--- src/rtl/pwm_capture.sv ---
// pwm_capture: measures high time and period of an incoming PWM line in generator ticks.
// Define PWM_GLITCH_FILTER_EN to add a 3-sample glitch filter after the synchronizer.
module pwm_capture #(
  parameter int unsigned DVSR_FAST     = 10416,
  parameter int unsigned DVSR_SERVO    = 200000,
  parameter int unsigned TIMEOUT_TICKS = 255
) (
  input  logic       clk,
  input  logic       rst_n,
  input  logic       ena,
  input  logic       sel,
  input  logic       pwm_in,
  output logic [7:0] duty_o,
  output logic [7:0] period_o,
  output logic [3:0] servo_o,
  output logic       valid_o,
  output logic       lost_o
);

  localparam logic [1:0] IDLE = 2'd0;
  localparam logic [1:0] SYNC = 2'd1;
  localparam logic [1:0] HIGH = 2'd2;
  localparam logic [1:0] LOW  = 2'd3;

  localparam logic [31:0] DvsrFast   = 32'(DVSR_FAST);
  localparam logic [31:0] DvsrServo  = 32'(DVSR_SERVO);
  localparam logic [7:0]  TimeoutM1  = 8'(TIMEOUT_TICKS - 1);

  logic [1:0]  state_q, state_d;
  logic        sync1_q, sync2_q, prev_q;
  logic        selQ_q;
  logic [31:0] presc_q, presc_d;
  logic [7:0]  hiCnt_q, hiCnt_d, loCnt_q, loCnt_d, idleCnt_q, idleCnt_d;
  logic [7:0]  duty_q, duty_d, period_q, period_d;
  logic [3:0]  servo_q, servo_d;
  logic        valid_q, valid_d, lost_q, lost_d;

  logic        sLvl, rise, fall, tick, selChange, timeoutHit;
  logic [31:0] dvsr;
  logic [8:0]  sumHiLo;
  logic [9:0]  servoProd;
  logic [3:0]  servoCalc;

  function automatic logic [7:0] satInc(input logic [7:0] v);
    return (v == 8'hFF) ? v : v + 8'd1;
  endfunction

`ifdef PWM_GLITCH_FILTER_EN
  // Level only moves once three consecutive synchronized samples agree; prev_q doubles as the held level.
  logic [1:0] samp_q;
  always_ff @(posedge clk or posedge rst_n) begin
    if (rst_n) samp_q <= 2'b00;
    else       samp_q <= {samp_q[0], sync2_q};
  end
  always_comb begin
    sLvl = prev_q;
    if (sync2_q & samp_q[0] & samp_q[1])          sLvl = 1'b1;
    else if (~(sync2_q | samp_q[0] | samp_q[1]))  sLvl = 1'b0;
  end
`else
  assign sLvl = sync2_q;
`endif

  assign rise      = sLvl & ~prev_q;
  assign fall      = ~sLvl & prev_q;
  assign dvsr      = selQ_q ? DvsrServo : DvsrFast;
  assign tick      = (presc_q == dvsr);
  assign selChange = (sel != selQ_q);
  assign timeoutHit = tick && (idleCnt_q == TimeoutM1) && !(rise || fall);

  // Reloading half a tick on each rise centres tick sampling inside the pulse.
  always_comb begin
    presc_d = presc_q + 32'd1;
    if (selChange)  presc_d = 32'd0;
    else if (rise)  presc_d = dvsr >> 1;
    else if (tick)  presc_d = 32'd0;
  end

  always_comb begin
    sumHiLo   = {1'b0, hiCnt_q} + {1'b0, loCnt_q};
    servoProd = 10'd0;
    servoCalc = 4'd0;
    if (hiCnt_q > 8'd5) begin
      servoProd = ({2'b00, hiCnt_q} - 10'd5) * 10'd3;
      servoCalc = (servoProd > 10'd15) ? 4'd15 : servoProd[3:0];
    end
  end

  always_comb begin
    state_d   = state_q;
    hiCnt_d   = hiCnt_q;
    loCnt_d   = loCnt_q;
    idleCnt_d = idleCnt_q;
    duty_d    = duty_q;
    period_d  = period_q;
    servo_d   = servo_q;
    valid_d   = 1'b0;
    lost_d    = lost_q;
    if (!ena) begin
      state_d   = IDLE;
      hiCnt_d   = 8'd0;
      loCnt_d   = 8'd0;
      idleCnt_d = 8'd0;
    end else if (state_q == IDLE) begin
      state_d = SYNC;
    end else if (selChange) begin
      state_d   = SYNC;
      hiCnt_d   = 8'd0;
      loCnt_d   = 8'd0;
      idleCnt_d = 8'd0;
    end else begin
      if (rise || fall) idleCnt_d = 8'd0;
      else if (tick)    idleCnt_d = satInc(idleCnt_q);
      case (state_q)
        SYNC: if (rise) begin
          hiCnt_d = 8'd0;
          loCnt_d = 8'd0;
          state_d = HIGH;
        end
        HIGH: begin
          if (fall)      state_d = LOW;
          else if (tick) hiCnt_d = satInc(hiCnt_q);
        end
        LOW: begin
          if (rise) begin
            duty_d   = hiCnt_q;
            period_d = sumHiLo[8] ? 8'hFF : sumHiLo[7:0];
            servo_d  = selQ_q ? servoCalc : 4'd0;
            valid_d  = 1'b1;
            lost_d   = 1'b0;
            hiCnt_d  = 8'd0;
            loCnt_d  = 8'd0;
            state_d  = HIGH;
          end else if (tick) begin
            loCnt_d = satInc(loCnt_q);
          end
        end
        default: state_d = IDLE;
      endcase
      // idleCnt keeps climbing past the threshold so the loss strobe fires only once per silence.
      if (timeoutHit) begin
        lost_d   = 1'b1;
        duty_d   = sLvl ? 8'd128 : 8'd0;
        period_d = 8'd0;
        servo_d  = 4'd0;
        valid_d  = 1'b1;
        hiCnt_d  = 8'd0;
        loCnt_d  = 8'd0;
        state_d  = SYNC;
      end
    end
  end

  always_ff @(posedge clk or posedge rst_n) begin
    if (rst_n) begin
      state_q   <= IDLE;
      sync1_q   <= 1'b0;
      sync2_q   <= 1'b0;
      prev_q    <= 1'b0;
      selQ_q    <= 1'b0;
      presc_q   <= 32'd0;
      hiCnt_q   <= 8'd0;
      loCnt_q   <= 8'd0;
      idleCnt_q <= 8'd0;
      duty_q    <= 8'd0;
      period_q  <= 8'd0;
      servo_q   <= 4'd0;
      valid_q   <= 1'b0;
      lost_q    <= 1'b0;
    end else begin
      state_q   <= state_d;
      sync1_q   <= pwm_in;
      sync2_q   <= sync1_q;
      prev_q    <= sLvl;
      selQ_q    <= sel;
      presc_q   <= presc_d;
      hiCnt_q   <= hiCnt_d;
      loCnt_q   <= loCnt_d;
      idleCnt_q <= idleCnt_d;
      duty_q    <= duty_d;
      period_q  <= period_d;
      servo_q   <= servo_d;
      valid_q   <= valid_d;
      lost_q    <= lost_d;
    end
  end

  assign duty_o   = duty_q;
  assign period_o = period_q;
  assign servo_o  = servo_q;
  assign valid_o  = valid_q;
  assign lost_o   = lost_q;

endmodule

--- config.mk ---
export PLATFORM = sky130hd
export DESIGN_NAME = pwm_capture
export DESIGN_NICKNAME = d
export VERILOG_FILES = /design/src/rtl/pwm_capture.sv
export SDC_FILE = /design/constraint.sdc
export NUM_CORES = 1
export LEC_CHECK = 0
export ABC_AREA = 1
export BUFFER_PORTS_ARGS = -buffer_cell sky130_fd_sc_hd__buf_2
export CELL_PAD_IN_SITES_DETAIL_PLACEMENT = 0
export CELL_PAD_IN_SITES_GLOBAL_PLACEMENT = 1
export CORE_MARGIN = 5
export CORE_UTILIZATION = 40
export DETAILED_ROUTE_END_ITERATION = 10
export PLACE_DENSITY = 0.79
export SLEW_MARGIN = 20
export SYNTH_ARGS = -nofsm -noshare
export SYNTH_HDL_FRONTEND = slang
export SYNTH_SLANG_ARGS = --single-unit
--- constraint.sdc ---
create_clock -name clk -period 4.6 [get_ports clk]
set_clock_uncertainty 0.15 [all_clocks]
set_input_delay 0 -clock clk [delete_from_list [all_inputs] [get_ports clk]]
set_output_delay 0 -clock clk [all_outputs]
set_load 0.01 [all_outputs]
==> insert_results.sql <==
INSERT INTO impl_metrics (metric_group, metric, value, unit) VALUES
('outcome', 'outcome', 'finished, final reports clean', ''),
('final_layout', 'final_cell_mix', 'nand2_1, nor2_1, inv_1, dfrtp_1, nand3_1', ''),
('pwr', 'design_power_total', '1760', 'uW'),
('cts', 'clk-insertion-delay-late', '0.35', 'ns'),
('pwr', 'peakVddDrop', '0.153', 'mV'),
('placed_design', 'gp_congestion', '0.899', ''),
('die', 'die_h', '131', 'um'),
('worst_setup_path', 'worstSetupStartpointType', 'register', ''),
('cts', 'clock_tree_from_tritoncts', 'yes', ''),
('route', 'drt_pass1_iterations', '5', ''),
('pwr', 'cellLeakagePower', '0.00304', 'uW'),
('cts', 'number_of_buffers_added_by_the_clock_tree_synthesis_step', '9', ''),
('final_layout', 'postLayoutCellArea', '0.00645', 'mm2'),
('route', 'ant_nets', '0', ''),
('worst_setup_path', 'critPathArrivalTime', '3.08', 'ns'),
('synth', 'synth_seq_area_share', '35.9', '%'),
('placed_design', 'dpl-instance-area', '0.00611', 'mm2'),
('sta', 'timing.final.crit_period', '3.00', 'ns'),
('placed_design', 'numPlacedInstances', '985', ''),
('placed_design', 'placement.io_buffers', '26', ''),
('worst_setup_path', 'crit_type', 'register to register', ''),
('synth', 'ys_async_sr_fraction', '100', '%'),
('final_layout', 'postLayoutCoreUtil', '44.7', '%'),
('global_route', 'first_global_vias', '4910', ''),
('final_layout', 'final_layout_size_suffix_gt1_share', '10.7', '%'),
('final_layout', 'syn_to_final_growth', '10.2', '%'),
('synth', 'postSynthRegisterBits', '84', ''),
('synth', 'synth.top_cells.by_area', 'dfrtp_1, nand2_1, nor2_1, inv_1, ha_1', ''),
('synth', 'synth_area_leader_cell', 'dfrtp_1', ''),
('route', 'totalWireLength', '14500', 'um'),
('cts', 'tritoncts_num_sinks', '84', ''),
('worst_setup_path', 'endpoint_kind', 'register', ''),
('synth', 'synthesis.yosys.warnings', '0', ''),
('worst_setup_path', 'worst_r2r_endpoint', 'servo_o[1]', ''),
('sta', 'report.final.hold_viol_count', '0', ''),
('final_layout', 'finish.net_count', '848', ''),
('global_route', 'grt_max_degree', '57', ''),
('synth', 'synth_nets', '825', ''),
('sta', 'timing.setup.tns', '0', 'ns'),
('route', 'drc_errors', '0', ''),
('global_route', 'number_of_antenna_violations_at_the_first_check_in_global_routing', '0', ''),
('synth', 'synthesis.instances', '793', ''),
('die', 'placement_rows', '44', ''),
('final_layout', 'antenna_cells', '0', ''),
('synth', 'synth_top_area_share', '35.9', '%'),
('worst_setup_path', 'worstSetupStartpoint', 'hiCnt_q[0]', ''),
('sta', 'setup_repair_after_global_routing_missed_its_margin', 'no', ''),
('global_route', 'gr-total-overflow', '0', ''),
('die', 'dieWidth', '131', 'um'),
('synth', 'post_synth_instance_area', '0.00585', 'mm2'),
('sta', 'final_min_period_over_clock_period', '65.2', '%'),
('sta', 'max-slew-margin-rel', '46.0', '%'),
('synth', 'number_of_flops_mapped_to_enable_cells_by_yosys', '0', ''),
('worst_setup_path', 'data_required_critical_path', '4.68', 'ns'),
('die', 'num_io_pins', '27', ''),
('global_route', 'track_usage', '17.9', '%'),
('placed_design', 'hpwl', '10900', 'um'),
('die', 'floorplan.initialDensity', '40.6', '%'),
('route', 'route.detailed.wl_per_inst', '14.5', 'um'),
('synth', 'postSynthAreaPerCell', '7.38', 'um2'),
('sta', 'worst-slew-pin-transition', '0.807', 'ns'),
('final_layout', 'mostFrequentLayoutCell', 'nand2_1', ''),
('final_layout', 'filler_cell_count_in_the_final_layout', '1473', ''),
('die', 'die_area', '0.0171', 'mm2'),
('worst_setup_path', 'rrSetupSlack', '1.60', 'ns'),
('die', 'core_footprint', '0.0144', 'mm2'),
('pwr', 'power-per-cell-area', '273', 'mW/mm2'),
('run', 'max_cap_viol_count', '0', ''),
('route', 'dr.first_iter.drc_count', '376', ''),
('worst_setup_path', 'rr_worst_depth', '17', ''),
('synth', 'yosys_most_used_dff', 'dfrtp_1', '');
[where the power goes]
group          internal (uW)  switching (uW)
sequential               759            32.8
combinational           70.6             152
clock                    446             297
total                   1280             482
[cell usage after synthesis (4+ instances only)]
cell / instances
nand2_1: 192
nor2_1: 88
inv_1: 85
dfrtp_1: 84
nand3_1: 53
a21oi_1: 34
nand4_1: 33
nor3_1: 29
o21ai_0: 28
xor2_1: 26
ha_1: 25
xnor2_1: 13
buf_2: 10
o21ai_2: 10
nor4_1: 9
nand2_2: 6
nand3_2: 5
a21o_1: 4
clkbuf_1: 4
inv_2: 4
nor2_2: 4
o21a_1: 4
[worst min path at each step]
stage / end / cells after the start
6_report: presc_q[9] / 3
5_1_grt: presc_q[9] / 3
4_1_cts: presc_q[2] / 3
3_5_place_dp: presc_q[2] / 2
3_3_place_gp: presc_q[2] / 2
2_1_floorplan: selQ_q / 0
[worst max-delay path, cell delays in order, from the launching register on]
cell     delay, ns
dfrtp_1       0.57
inv_1         0.16
ha_1          0.24
inv_1         0.05
nand2_1       0.11
nand2_1       0.13
nand2_1       0.09
ha_1          0.36
a21oi_1       0.21
nand2_1       0.10
nand2_1       0.06
nand2_1       0.05
nand2_1       0.08
nand3_1       0.11
a21oi_2       0.20
nand4_1       0.10
nand2_1       0.08
nand2_1       0.05
[logic make-up (layout without fill, tap and decap cells)]
group,count (synthesis),in the layout,synth area share (%)
xor+xnor,40,40,6.12
flops,84,84,35.9
compound gates,94,94,9.77
buf+inv,112,139,7.96
simple gates,436,436,34.2
fa+ha+maj,27,27,6.03
[sequential cells by signal (all words and copies together) (netlist names)]
name / cells
lost_o: 1
prev_q: 1
servo_o: 4
idleCnt_q: 8
period_o: 8
hiCnt_q: 8
sync1_q: 1
sLvl: 1
selQ_q: 1
state_q: 2
duty_o: 8
presc_q: 32
loCnt_q: 8
valid_o: 1
[final cells by class]
type	count	area, um2	area share, %
multi-input cells	597	3280	50.9
flip-flops and latches	84	2100	32.6
inverters	93	353	5.47
clock buffers	11	253	3.92
well taps	184	230	3.57
repair buffers	31	178	2.76
clock inverters	4	48.8	0.757
[per-layer routing]
metal  vias up  global-route usage (%)  share of wire, %  wire length (um)
met5         -                       0                 0                 0
met4         0                    7.08               2.3               329
met3        21                    2.56               4.7               683
met2       138                    27.5                47              6790
met1      2533                    25.3                46              6720
li1       2656                       -                 -                 -
[per-stage QoR]
stage | hold slack [ns] | setup slack (ns)
4_1_cts | 0.0794 | 1.58
2_1_floorplan | -0.119 | 2.02
6_report | 0.0709 | 1.60
5_1_grt | 0.142 | 1.22
3_3_place_gp | -0.112 | 1.74
3_5_place_dp | -0.0960 | 1.61
[what timing repair did]
action | 4_1_cts | 5_1_grt
hold endpoints to repair | 36 | 0
hold buffers | 4 | 0
setup endpoints to repair | 0 | 0
Power figures use the tool's default switching activity.
